[src/rtl/alu_seq_div.sv]
// Iterative restoring sign-magnitude divider: one quotient bit per clock, MSB first.
// It is the inverse of the ALU's sign-magnitude multiplier.
module alu_seq_div #(
    parameter int WIDTH = 16,
    parameter int FRAC  = 12
) (
    input  logic             clk,
    input  logic             rst_n,
    input  logic             start,
    input  logic [WIDTH-1:0] A,
    input  logic [WIDTH-1:0] B,
    output logic             busy,
    output logic             done,
    output logic [31:0]      div_result,
    output logic             dz,
    output logic             ovf
);
    localparam int MAG   = WIDTH - 1;
    localparam int ITER  = WIDTH - 1 + FRAC;
    localparam int CNT_W = $clog2(ITER + 1);

    typedef enum logic [1:0] {
        ST_IDLE = 2'd0,
        ST_CALC = 2'd1,
        ST_DONE = 2'd2
    } state_t;

    state_t           state_q, state_d;
    logic             zpend_q, zpend_d;
    logic             sign_q, sign_d;
    logic [ITER-1:0]  dvd_q, dvd_d;
    logic [MAG-1:0]   dvs_q, dvs_d;
    logic [MAG-1:0]   rem_q, rem_d;
    logic [ITER-1:0]  quo_q, quo_d;
    logic [CNT_W-1:0] cnt_q, cnt_d;
    logic [31:0]      res_q, res_d;
    logic             dz_q, dz_d;
    logic             ovf_q, ovf_d;
    logic             busy_q, busy_d;
    logic             done_q, done_d;

    logic [MAG:0]     rem_sh_s;
    logic [MAG:0]     rem_sub_s;
    logic             sub_ok_s;
    logic [ITER-1:0]  q_fin_s;

    // Restoring step datapath and FSM next-state / output decode.
    always_comb begin
        state_d  = state_q;
        zpend_d  = 1'b0;
        sign_d   = sign_q;
        dvd_d    = dvd_q;
        dvs_d    = dvs_q;
        rem_d    = rem_q;
        quo_d    = quo_q;
        cnt_d    = cnt_q;
        res_d    = res_q;
        dz_d     = dz_q;
        ovf_d    = ovf_q;
        busy_d   = 1'b0;
        done_d   = 1'b0;

        // rem_q is always below the divisor, so the shifted value fits in MAG+1 bits.
        rem_sh_s  = {rem_q, dvd_q[ITER-1]};
        sub_ok_s  = (rem_sh_s >= {1'b0, dvs_q});
        rem_sub_s = rem_sh_s - {1'b0, dvs_q};
        q_fin_s   = {quo_q[ITER-2:0], sub_ok_s};

        case (state_q)
            ST_IDLE, ST_DONE: begin
                if (zpend_q) begin
                    // Zero divisor: latched one edge earlier, reported now with no iterations.
                    state_d = ST_DONE;
                    res_d   = {{(32-MAG){sign_q}}, {MAG{1'b1}}};
                    dz_d    = 1'b1;
                    ovf_d   = 1'b0;
                    done_d  = 1'b1;
                end else if (start) begin
                    sign_d = A[MAG] ^ B[MAG];
                    dvd_d  = {A[MAG-1:0], {FRAC{1'b0}}};
                    dvs_d  = B[MAG-1:0];
                    rem_d  = {MAG{1'b0}};
                    quo_d  = {ITER{1'b0}};
                    cnt_d  = {CNT_W{1'b0}};
                    if (B[MAG-1:0] == {MAG{1'b0}}) begin
                        zpend_d = 1'b1;
                        state_d = ST_IDLE;
                    end else begin
                        state_d = ST_CALC;
                        busy_d  = 1'b1;
                    end
                end else begin
                    state_d = ST_IDLE;
                end
            end
            ST_CALC: begin
                busy_d = 1'b1;
                rem_d  = sub_ok_s ? rem_sub_s[MAG-1:0] : rem_sh_s[MAG-1:0];
                quo_d  = q_fin_s;
                dvd_d  = {dvd_q[ITER-2:0], 1'b0};
                cnt_d  = cnt_q + {{(CNT_W-1){1'b0}}, 1'b1};
                if (cnt_q == CNT_W'(ITER - 1)) begin
                    state_d = ST_DONE;
                    busy_d  = 1'b0;
                    done_d  = 1'b1;
                    dz_d    = 1'b0;
                    if (q_fin_s[ITER-1:MAG] != {(ITER-MAG){1'b0}}) begin
                        res_d = {{(32-MAG){sign_q}}, {MAG{1'b1}}};
                        ovf_d = 1'b1;
                    end else begin
                        res_d = {{(32-MAG){sign_q}}, q_fin_s[MAG-1:0]};
                        ovf_d = 1'b0;
                    end
                end else begin
                    state_d = ST_CALC;
                end
            end
            default: begin
                state_d = ST_IDLE;
            end
        endcase
    end

    // State, datapath and registered output flops.
    always_ff @(posedge clk or negedge rst_n) begin
        if (!rst_n) begin
            state_q <= ST_IDLE;
            zpend_q <= 1'b0;
            sign_q  <= 1'b0;
            dvd_q   <= {ITER{1'b0}};
            dvs_q   <= {MAG{1'b0}};
            rem_q   <= {MAG{1'b0}};
            quo_q   <= {ITER{1'b0}};
            cnt_q   <= {CNT_W{1'b0}};
            res_q   <= 32'h0000_0000;
            dz_q    <= 1'b0;
            ovf_q   <= 1'b0;
            busy_q  <= 1'b0;
            done_q  <= 1'b0;
        end else begin
            state_q <= state_d;
            zpend_q <= zpend_d;
            sign_q  <= sign_d;
            dvd_q   <= dvd_d;
            dvs_q   <= dvs_d;
            rem_q   <= rem_d;
            quo_q   <= quo_d;
            cnt_q   <= cnt_d;
            res_q   <= res_d;
            dz_q    <= dz_d;
            ovf_q   <= ovf_d;
            busy_q  <= busy_d;
            done_q  <= done_d;
        end
    end

    assign busy       = busy_q;
    assign done       = done_q;
    assign div_result = res_q;
    assign dz         = dz_q;
    assign ovf        = ovf_q;

endmodule

[config.mk]
export PLATFORM = sky130hd
export DESIGN_NAME = alu_seq_div
export DESIGN_NICKNAME = d
export VERILOG_FILES = /design/src/rtl/alu_seq_div.sv
export SDC_FILE = /design/constraint.sdc
export NUM_CORES = 1
export LEC_CHECK = 0
export ABC_AREA = 1
export ABC_CLOCK_PERIOD_IN_PS = 5000
export CAP_MARGIN = 30
export CORE_UTILIZATION = 30
export DETAILED_ROUTE_END_ITERATION = 8
export PLACE_DENSITY = 0.5
export RECOVER_POWER = 25
export SYNTH_ARGS = -nofsm -noshare
export SYNTH_HDL_FRONTEND = slang
export SYNTH_SLANG_ARGS = --single-unit
[constraint.sdc]
create_clock -name clk -period 5 [get_ports clk]
set_clock_uncertainty 0.2 [all_clocks]
set_input_delay 0.75 -clock clk [delete_from_list [all_inputs] [get_ports clk]]
set_output_delay 0.75 -clock clk [all_outputs]
set_load 0.01 [all_outputs]
==> qor.yml, run 1 <==
row_count: 47
routedWlPerCell_microns: 13.88
clock_path_buffers: 2
drc: 0
period_minus_slack_ns: 2.993
cts_tree: "yes"
drive_gt1_share_pct: 8.457
antenna_left: 0
grt_usage_pct: 15.03
slew_headroom_pct: -16.68
crit_fanout: 44
fp.dieW_microns: 133.3
drtPass1Iterations: 4
dp_hpwl_microns: 8912
seq_area_frac_synth_pct: 47.43
status: "finished, violations left"
grt_setup_unrepaired: "no"
hold_path_class: "flop to flop"
clk_pin_slew_worst_paths_ns: 0.07
cts.sinks: 98
antenna_cells: 0
grt_overflow_total: 0
drt-total-wl_microns: 12410
hold_ws_ns: 0.2816
routed_via_density: 4.575
syn_area_per_cell_sq_um: 8.312
mostFrequentLayoutCell: "nand2_1"
cts_setup_buffers: 0
clockRootBuffer: "clkbuf_16"
synth_edf_count: 0
dieArea_sq_um: 17760
multiInputGateArea_sq_um: 2096
antenna_found_initial: 0
clk_latency_ns: 0.34
power_density_nw_per_um2: 749.8
regArea_sq_um: 2452
setup_viol: 0
timing.fmax_ghz: 0.3341
fin_setup_tns_ns: 0
synth_top_cell_by_area: "dfrtp_1"
start_kind: "input port"
grt_pass1_vias: 4196
violations: "capacitance limit, slew limit"
async_flop_share_pct: 100.0
cts_buffers: 9
gp_congestion: 0.8196
critPathKind: "input port to flop"
cp.arrival_ns: 2.98
cts_resized: 0
peakVddDrop_v: 0.0002578
synth_flop_cell: "dfrtp_1"
cts_max_level: 3
fin_crit_sh_pct: 59.86
dp.cells: 878
yosysWarnings: 0
numPortBuffers: 70
netlist.area_leader.share_pct: 47.43
post-route-util_pct: 37.40
ys_types: 39
syn-num-nets: 675
grt_pass1_wl_microns: 21110
fin_cells: 894
synth_seq_cells: 98
required_ns: 4.99
power_leakage_nw: 3.069
start_util_pct: 30.96
drt-initial-drc-count: 241
end_kind: "flop"
ios: 71
maxCapViolCount: 1
synthCells: 622
fill_cells: 1740
via_count: 4090
hold_viol: 0
grt_max_degree: 69
coreArea_sq_um: 16700
die_h_microns: 133.3
layout_common_cells: "nand2_1 (131), dfrtp_1 (98), inv_1 (96), clkdlybuf4s50_1 (69), nor2_1 (53)"
synth_area_sq_um: 5170
synth_area_leaders: "dfrtp_1 (47%), nand2_1 (9.5%), inv_1 (7.0%)"
cts.hold.buffers_added: 0
layout.nets: 722
syn_to_final_growth_pct: 20.81
tightestPinTransition_ns: 1.750
drv_slew: 69
[cell families (layout without fill, tap and decap cells)]
kind of cell	count (synthesis)	after routing	synth area share, %
buffers and inverters	140	192	12.03
AOI/OAI and AO/OA	94	94	10.89
xor gates and xnor gates	7	7	1.186
DFF	98	98	47.43
and+or+nand+nor	264	264	23.74
muxes	1	1	0.2178
adders and majority gates	18	18	4.501
[per-stage QoR]
stage | setup WS (ns) | power [mW] | cell area [sq um]
after global routing | 1.714 | 5.178 | 6246
final | 2.007 | 4.683 | 6246
after floorplan | 2.812 | 3.290 | 5170
after CTS | 1.995 | 4.724 | 6248
after detailed placement | 1.624 | 3.959 | 5931
after global placement | 1.692 | 3.925 | 5931
[layer usage]
layer / vias to the layer above / share of wire, % / wire length [microns] / track usage [%]
met4: 0 / 2.3 / 284 / 6.566
li1: 2081 / - / - / -
met1: 1946 / 48 / 5895 / 20.07
met3: 13 / 2.7 / 329 / 2.055
met5: - / 0 / 0 / 0
met2: 50 / 48 / 5900 / 24.31
[synth_stat cells (2+ instances only)]
library cell  number
nand2_1          131
dfrtp_1           98
inv_1             96
nor2_1            53
o22ai_1           43
nand3_1           34
a21oi_1           19
buf_4             18
o21ai_0           18
ha_1              17
clkbuf_1           9
nand2_2            9
nand3_2            9
buf_2              8
nand4_1            8
inv_2              7
xnor2_1            7
o21ai_1            6
nand3b_1           4
nand2_4            3
nor3_1             3
nor4_1             3
and2_1             2
nor2_2             2
[worst max-delay path, cell delays in order]
cell	delay (ns)
clkdlybuf4s50_1	0.46
nand2_1	0.39
inv_2	0.54
nor2_2	0.08
inv_2	0.58
o32ai_1	0.16
[flip-flops by register name (all words and copies together) (netlist names)]
register	flops
ovf	1
dz	1
dvs_q	15
sign_q	1
rem_q	15
zpend_q	1
div_result	16
state_q	1
dvd_q	15
quo_q	26
cnt_q	5
done	1
[report_power, final]
| part | switching, mW | leakage, nW | internal, mW |
|---|---|---|---|
| Clock | 0.297 | 0.149 | 0.439 |
| Combinational | 1.58 | 1.68 | 1.04 |
| Sequential | 0.194 | 1.24 | 1.13 |
| Total | 2.07 | 3.07 | 2.61 |
[path summary, 6_finish.rpt]
path | from | endpoint | slack, ns | cells after the start
max in group asynchronous | rst_n | dvd_q[22] | 2.66 | 2
worst max-delay path | start | cnt_q[2] | 2.01 | 6
worst max register to register | state_q[0] | cnt_q[2] | 2.26 | 6
min in group asynchronous | rst_n | div_result[5] | 0.65 | 1
worst min-delay path | dz | dz | 0.28 | 2
worst min register to register | dz | dz | 0.28 | 2
[final cells by class]
type                       count  area share [%]
multi-input combinational    384           33.55
clock buffer                  10           3.666
inverter                     103           6.190
tap                          220           4.407
clock inverter                 6           1.422
sequential                    98           39.26
timing repair buffer          73           11.50
No activity file was read; power rests on OpenSTA's default activity.
==> run 2, diff against run 1 <==
--- a/config.mk
+++ b/config.mk
@@ -6,7 +6,7 @@
 export NUM_CORES = 1
 export LEC_CHECK = 0
 export ABC_AREA = 1
-export ABC_CLOCK_PERIOD_IN_PS = 5000
+export ABC_CLOCK_PERIOD_IN_PS = 2800
 export CAP_MARGIN = 30
 export CORE_UTILIZATION = 30
 export DETAILED_ROUTE_END_ITERATION = 8
==> constraint.sdc (replaced) <==
create_clock -name clk -period 2.8 [get_ports clk]
set_clock_uncertainty 0.2 [all_clocks]
set_input_delay 0.42 -clock clk [delete_from_list [all_inputs] [get_ports clk]]
set_output_delay 0.42 -clock clk [all_outputs]
set_load 0.01 [all_outputs]
==> run 2 against run 1 <==
The flow now finishes without violations. Routed wire length down 0.44%. Critical path depth up 7. First-iteration DRC count up 12%. Register-to-register slack worse by 1.9 ns. Cell count up 0.78%. Via count about the same. Combinational power up 79%. Worst hold slack worse by 0.0034 ns. Critical endpoint is now rem_q[2].
==> qor.yml, run 2 (synthesis gave the netlist of run 1 again) <==
antenna_left: 0  # unchanged
die_h_microns: 133.3  # unchanged
layout_common_cells: "nand2_1 (131), dfrtp_1 (98), inv_1 (96), clkdlybuf4s50_1 (69), nor2_1 (53)"
mostFrequentLayoutCell: "nand2_1"
start_util_pct: 30.96  # unchanged
grt_pass1_vias: 4171  # -0.60%
critPathKind: "flop to flop"
post-route-util_pct: 37.74  # +0.34 points
maxCapViolCount: 0  # -1
cts_max_level: 3  # unchanged
top_register: "quo_q"
grt_max_degree: 99  # +43%
drc: 0  # unchanged
r2r_start: "dvd_q[26]"
timing.fmax_ghz: 0.4051
drv_slew: 0  # -100%
syn_to_final_growth_pct: 21.90
p_int_mw: 4.625  # +77%
drt-initial-drc-count: 270  # +12%
dpl_cell_area_sq_um: 6001  # +1.2%
cts.sinks: 98  # unchanged
ios: 71  # unchanged
power_density_nw_per_um2: 1318  # +76%
power_frac_clock_pct: 15.3  # -0.4 points
min_from: "dz"
via_count: 4092  # +0.049%
grt_setup_unrepaired: "no"
setup_viol: 0  # unchanged
holdPathStages: 2  # unchanged
rrSetupSlack_ns: 0.33  # -1.93 ns
finalPower_mw: 8.308  # +77%
cts.hold.buffers_added: 1  # +1
cts_resized: 0  # unchanged
coreArea_sq_um: 16700  # unchanged
clockRootBuffer: "clkbuf_16"
finalWorstSetupSlack_ns: 0.3316  # -1.675 ns
pre_cts_slack_ns: 0.3212  # -1.303 ns
pwr-share-seq_pct: 28.4  # about the same
power_frac_comb_pct: 56.3  # +0.4 points
grt_usage_pct: 14.89  # -0.14 points
hold_path_class: "flop to flop"
antenna_found_initial: 0  # unchanged
grt_pass1_wl_microns: 21080  # -0.17%
layout.nets: 729  # +0.97%
antenna_cells: 0  # unchanged
cp.arrival_ns: 2.54  # -0.44 ns
status: "completed"
clk_pin_slew_worst_paths_ns: 0.07  # about the same
hold_ws_ns: 0.2781  # -0.003416 ns
clock_path_buffers: 2  # unchanged
swShare_pct: 44.33  # +0.15 points
routedWlPerCell_microns: 13.71  # -1.2%
fin_setup_tns_ns: 0  # unchanged
cts_setup_buffers: 0  # unchanged
cts_tree: "yes"
dp_hpwl_microns: 8790  # -1.4%
p_sw_mw: 3.683  # +78%
cts_buffers: 9  # unchanged
clk_latency_ns: 0.35  # about the same
required_ns: 2.87  # -2.12 ns
r2r_end: "rem_q[2]"
row_count: 47  # unchanged
fill_cells: 1721  # -1.1%
numPortBuffers: 70  # unchanged
fin_cells: 901  # +0.78%
fp.dieW_microns: 133.3  # unchanged
grt_overflow_total: 0  # unchanged
reg2regPathDepth: 13  # +7
crit_fanout: 17  # -61%
dp.cells: 884  # +0.68%
drtPass1Iterations: 4  # unchanged
dieArea_sq_um: 17760  # unchanged
peakVddDrop_v: 0.0003896  # +51%
slew_headroom_pct: 10.27  # +27 points
largest_reg_flops: 26  # unchanged
fin_crit_sh_pct: 88.16
drt-total-wl_microns: 12360  # -0.44%
end_kind: "flop"
hold_viol: 0  # unchanged
routed_via_density: 4.542  # -0.73%
stdcell_area_sq_um: 6302  # +0.90%
power_leakage_nw: 3.109  # +1.3%
holdPathEnd: "dz"
gp_congestion: 0.8791  # +7.3%
start_kind: "flop"
drive_gt1_share_pct: 9.398  # +0.94 points
period_minus_slack_ns: 2.468
tightestPinTransition_ns: 1.346  # -0.4042 ns
-- run 2: worst max-delay path by stage --
stage / startpoint / slack, ns / end / depth (start not counted)
detailed placement: dvd_q[26] / 0.32 / rem_q[2] / 13
CTS: dvd_q[26] / 0.30 / rem_q[2] / 13
finish: dvd_q[26] / 0.33 / rem_q[2] / 13
global route: dvd_q[26] / 0.07 / rem_q[3] / 13
global placement: dvd_q[26] / 0.45 / rem_q[0] / 13
floorplan: dvd_q[26] / 0.61 / rem_q[10] / 13
-- run 2: power groups by stage --
stage	clock network [mW]	registers [mW]	logic [mW]
final	1.27	2.36	4.68
after global routing	1.36	2.44	5.35
after CTS	1.31	2.36	4.72
after detailed placement	0	2.38	4.69
after global placement	0	2.38	4.63
after floorplan	0	2.36	3.52
-- run 2: per-layer routing --
layer / track usage, % / up-vias / routed length, microns
met2: 24.65 / 50 / 6151
met4: 5.177 / 0 / 182
met1: 19.52 / 1935 / 5660
met5: 0 / - / 0
met3: 2.664 / 14 / 360
li1: - / 2093 / -
-- run 2: layout make-up --
| type | instances | area, sq um | share of cell area (%) |
|---|---|---|---|
| multi-input cells | 384 | 2096 | 33.25 |
| repair buffers | 80 | 788.3 | 12.51 |
| inverters | 103 | 386.6 | 6.135 |
| well taps | 220 | 275.3 | 4.368 |
| clock buffers | 10 | 239.0 | 3.792 |
| flip-flops and latches | 98 | 2452 | 38.91 |
| clock inverters | 6 | 65.06 | 1.032 |
-- run 2: worst max-delay path, stage by stage (launching register included) --
cell and delay, ns:
dfrtp_1 0.36, inv_1 0.10, ha_1 0.16, inv_1 0.07
fa_1 0.43, nand3_1 0.12, nand3_2 0.10, nand2_1 0.11
nand3_2 0.08, nand2_4 0.19, nand2_4 0.20, nand2_1 0.11
nand3_1 0.07, o21ai_1 0.09
==> RTL edit 1: new RTL, flow settings as in run 2 <==
Register the output `div_result` once more, with the module's reset; this adds one clock of latency there. The other outputs are not delayed to match.
--- a/src/rtl/alu_seq_div.sv
+++ b/src/rtl/alu_seq_div.sv
@@ -157,5 +157,11 @@
     assign busy       = busy_q;
     assign done       = done_q;
-    assign div_result = res_q;
+    always_ff @(posedge clk or negedge rst_n) begin
+        if (!rst_n) begin
+            div_result <= '0;
+        end else begin
+            div_result <= res_q;
+        end
+    end
     assign dz         = dz_q;
     assign ovf        = ovf_q;
Behaviour: not the same (a bounded check fails within 4 cycles, from zero or initial values and one cycle with rst_n low).
==> RTL edit 1 against run 2 <==
Wire length increased by 3.1%. Setup slack better by 0.086 ns. Sequential cell count grew 16. Total power grew 13%. Area after synthesis up 6.7%. Synthesized cell count grew 2.6%. Design area grew 11%. Critical endpoint is now rem_q[11]$_DFFE_PN0P_. Highest routed layer unchanged.
==> RTL edit 1: results (changes against run 2) <==
Status
  • Status: finished clean

GRT
  • Largest net degree at the start of global routing: 73 (-26%)
  • Vias in the first global route: 4315 (+3.5%)
  • M1 GR Usage: 19.4% (-0.12 points)
  • Met3 Use GR: 4.34% (+1.7 points)
  • GRT met2 Usage: 22.9% (-1.7 points)

Synth
  • Netlist cell types: 37 (-5.1%)
  • Leading cell types by count after synthesis: nand2_1, dfrtp_1, inv_1
  • Synthesized net count: 691 (+2.4%)
  • Largest cells by area after synthesis: dfrtp_1, nand2_1, inv_1, o22ai_1, ha_1
  • Syn Area/Cell: 8.65 µm² (+4.1%)

Route
  • Routed wire length: 12700 µm (+3.1%)
  • DR iter-0 viols: 240 (-11%)
  • Vias per inst: 4.55 (+0.22%)
  • Router iterations before antenna repair: 5 (+1)

Clock network
  • H-Tree Depth: 4 (+1)
  • Clock slew at reported path FFs: 0.05 ns (-0.02 ns)
  • Cts bufs inserted: 17 (+8)
  • Clk_lat worst skew: 0.41 ns (+0.06 ns)

Critical path
  • R2r worst-path depth: 14 (+1)
  • Crit path arrival time: 2.49 ns (-0.05 ns)
  • R2R Path End: rem_q[11]$_DFFE_PN0P_

Worst hold path
  • Min-delay src: res_q[14]$_DFFE_PN0P_

Pwr
  • Worst vdd ir: 0.495 mV (+27%)
  • Pleak: 3.44 nW (+11%)

STA
  • Worst slew margin: 32.2% (+22 points)

Place
  • Setup WS pre-CTS: 0.415 ns (+0.0941 ns)
  • DPL Wire Length: 9080 µm (+3.3%)
  • Placed insts: 913 (+3.3%)

Layout
  • Post-Layout Cell Count: 946 (+5.0%)
  • # nets final: 757 (+3.8%)
==> RTL edit 1: cell type report <==
cell class              count  area (µm²)
clock buffers              19         453
clock inverters            13         149
well taps                 229         287
flip-flops and latches    114        2850
repair buffers             83         795
fillers                  1797       11000
multi-input cells         383        2050
inverters                 105         394
==> RTL edit 1: worst max-delay path by stage <==
stage | end | slack, ns
after floorplan | rem_q[0]$_DFFE_PN0P_ | 0.67
after global placement | rem_q[12]$_DFFE_PN0P_ | 0.49
after detailed placement | rem_q[11]$_DFFE_PN0P_ | 0.42
after CTS | rem_q[11]$_DFFE_PN0P_ | 0.41
after global routing | rem_q[12]$_DFFE_PN0P_ | 0.20
final | rem_q[11]$_DFFE_PN0P_ | 0.42
==> RTL edit 1: critical path: stages (launching register included) <==
cell,delay (ns)
dfrtp_1,0.36
inv_1,0.08
ha_1,0.14
inv_1,0.08
fa_1,0.41
nand3_1,0.11
nand2_2,0.09
nand2_1,0.10
nand3_2,0.07
nand2_2,0.16
nand2_4,0.17
nand2_1,0.13
nand2_1,0.05
nand2_1,0.05
nand2_1,0.04
==> RTL edit 1: kinds of logic (layout without fill, tap and decap cells) <==
family / Yosys count / count (layout) / share of synthesized area, %
and+or+nand+nor: 262 / 262 / 21.3
buffers and inverters: 141 / 220 / 11.2
DFF: 114 / 114 / 51.7
AOI/OAI and AO/OA: 95 / 95 / 10.3
adders and majority gates: 18 / 18 / 4.22
xor gates and xnor gates: 7 / 7 / 1.11
muxes: 1 / 1 / 0.204
==> RTL edit 1: stage by stage <==
| step | hold slack, ns | instance area (µm²) |
|---|---|---|
| finish | 0.173 | 6980 |
| global route | 0.177 | 6980 |
| CTS | 0.136 | 7000 |
| detailed placement | 0.0422 | 6380 |
| global placement | 0.0400 | 6380 |
| floorplan | -0.0756 | 5520 |
==> RTL edit 1: report_power, final <==
group          internal (mW)  leakage [nW]  total (mW)  switching [mW]
combinational           1.82          1.70        4.48            2.66
clock                   1.37         0.287        2.17           0.800
sequential              2.36          1.45        2.75           0.387
total                   5.55          3.44        9.39            3.84
==> RTL edit 1: routing by layer <==
metal	routed length [µm]	vias to the layer above
met4	173	0
met5	0	-
met1	6240	2002
met2	5690	113
met3	632	14
li1	-	2177
==> RTL edit 2: new RTL, settings of run 2 <==
Made on the original files. Set the parameter `FRAC` to 24 (it was 12).
--- a/src/rtl/alu_seq_div.sv
+++ b/src/rtl/alu_seq_div.sv
@@ -3,5 +3,5 @@
 module alu_seq_div #(
     parameter int WIDTH = 16,
-    parameter int FRAC  = 12
+    parameter int FRAC  = 24
 ) (
     input  logic             clk,
Function: same outputs for any inputs over 10 cycles, from zero or initial values and one cycle with rst_n low; that may be too few to reach the edited logic, so the function may still have changed.
==> RTL edit 2 against run 2 <==
The run now ends with capacitance limit, slew limit left. Area after synthesis grew 10%. Total power rose by 4.6%. Wire length is 8.8% higher. Count of clock-buffer cells in the layout decreased by 1. Sequential cell count grew 13. Worst hold slack better by 0.012 ns. Setup slack improved by 0.012 ns. Design area up 7.9%.
==> RTL edit 2: results (changes against run 2) <==
Status
  • Status: finished, violations left
  • Failing checks: capacitance limit, slew limit

Critical path
  • Crit path arrival time: 2.51 ns (-0.03 ns)
  • R2r worst-path depth: 14 (+1)
  • R2R Path End: rem_q[13]$_DFFE_PN0P_
  • Maximum fanout along the worst path: 16 (-1)
  • Worst R2R Start: dvd_q[38]$_DFFE_PN0P_

Synth
  • Syn Area/Cell: 8.19 µm² (-1.4%)
  • Netlist cell types: 37 (-5.1%)
  • Synthesized net count: 747 (+11%)
  • Seq cells post-synth: 111 (+13%)
  • Register area share after synthesis: 48.8% (+1.4 points)
  • Largest cells by area after synthesis: dfrtp_1, nand2_1, inv_1, o22ai_1, ha_1
  • Leading cell types by count after synthesis: nand2_1, inv_1, dfrtp_1

Route
  • DR iter-0 viols: 211 (-22%)
  • Wire length on met1: 6320 µm (+12%)
  • Routed wire length: 13400 µm (+8.8%)
  • Met2 WL: 6220 µm (+1.1%)
  • Uppermost layer routed: met4
  • DR WL met3: 546 µm (+52%)

Pwr
  • Clock group share of total power: 14.8% (-0.5 points)
  • Worst vdd ir: 0.443 mV (+14%)
  • Logic power comb: 4.87 mW (+4%)
  • Pleak: 3.27 nW (+5.0%)
  • Sw Pwr: 3.95 mW (+7.3%)

Layout
  • Reg area: 2780 µm² (+13%)
  • Post-Layout Cell Count: 978 (+8.5%)
  • # nets final: 797 (+9.3%)
  • FILL cells: 1864 (+8.3%)
  • Max reg flops: 38 (+46%)
  • Non-clock buffer share of cell area: 11.4% (-1.1 points)
  • Multi-input comb cells: 421 (+9.6%)
  • Clock buffers: 9 (-1)
  • Non-CTS buffers: 79 (-1.3%)
  • Clock-cell share of area: 4.41% (-0.41 points)
  • Multi-input logic portion of the cell area: 32.4% (-0.86 points)
  • Layout cells sized above 1: 6.01% (-3.4 points)

Flow run
  • Max Cap Violations: 1 (+1)

Clock network
  • Clk buf depth: 2 (unchanged)

Worst hold path
  • WHS Endpoint: dvs_q[0]$_DFFE_PN0P_
  • Min-delay src: dvs_q[0]$_DFFE_PN0P_

STA
  • Worst hold margin: 0.290 ns (+0.0116 ns)
  • Worst slew margin: -3.70% (-14 points)
  • Slew Limit Fails: 112 (+112)

GRT
  • Largest net degree at the start of global routing: 112 (+13%)
  • Vias in the first global route: 4506 (+8.0%)
  • First-pass GRT wire length: 23000 µm (+8.9%)

Place
  • DP Area: 6510 µm² (+8.5%)
  • Placed insts: 961 (+8.7%)
  • RD Place Congestion: 0.851 (-3.2%)

Floorplanning
  • Tapcells: 229 (+4.1%)
## RTL edit 2: metrics by stage
stage	power, mW	utilization (%)	setup WS (ns)
floorplan	6.21	-	0.623
global placement	7.38	35.6	0.373
detailed placement	7.46	35.6	0.319
CTS	8.79	37.3	0.317
global route	9.57	37.2	0.119
finish	8.69	37.2	0.343
## RTL edit 2: cell families (layout without fill, tap and decap cells)
| group | count (synthesis) | after routing | synth area share, % |
|---|---|---|---|
| flip-flops | 111 | 111 | 48.8 |
| adder cells (fa/ha/maj) | 18 | 18 | 4.09 |
| XOR/XNOR | 7 | 7 | 1.08 |
| buffers and inverters | 162 | 217 | 12.4 |
| multiplexers | 1 | 1 | 0.198 |
| AO/OA/AOI/OAI | 105 | 105 | 10.8 |
| AND/OR/NAND/NOR | 290 | 290 | 22.6 |
## RTL edit 2: metal layers
metal	up-vias	global-route usage, %
li1	2312	-
met1	2169	19.7
met2	83	23.1
met3	22	2.75
met4	0	7.23
met5	-	0
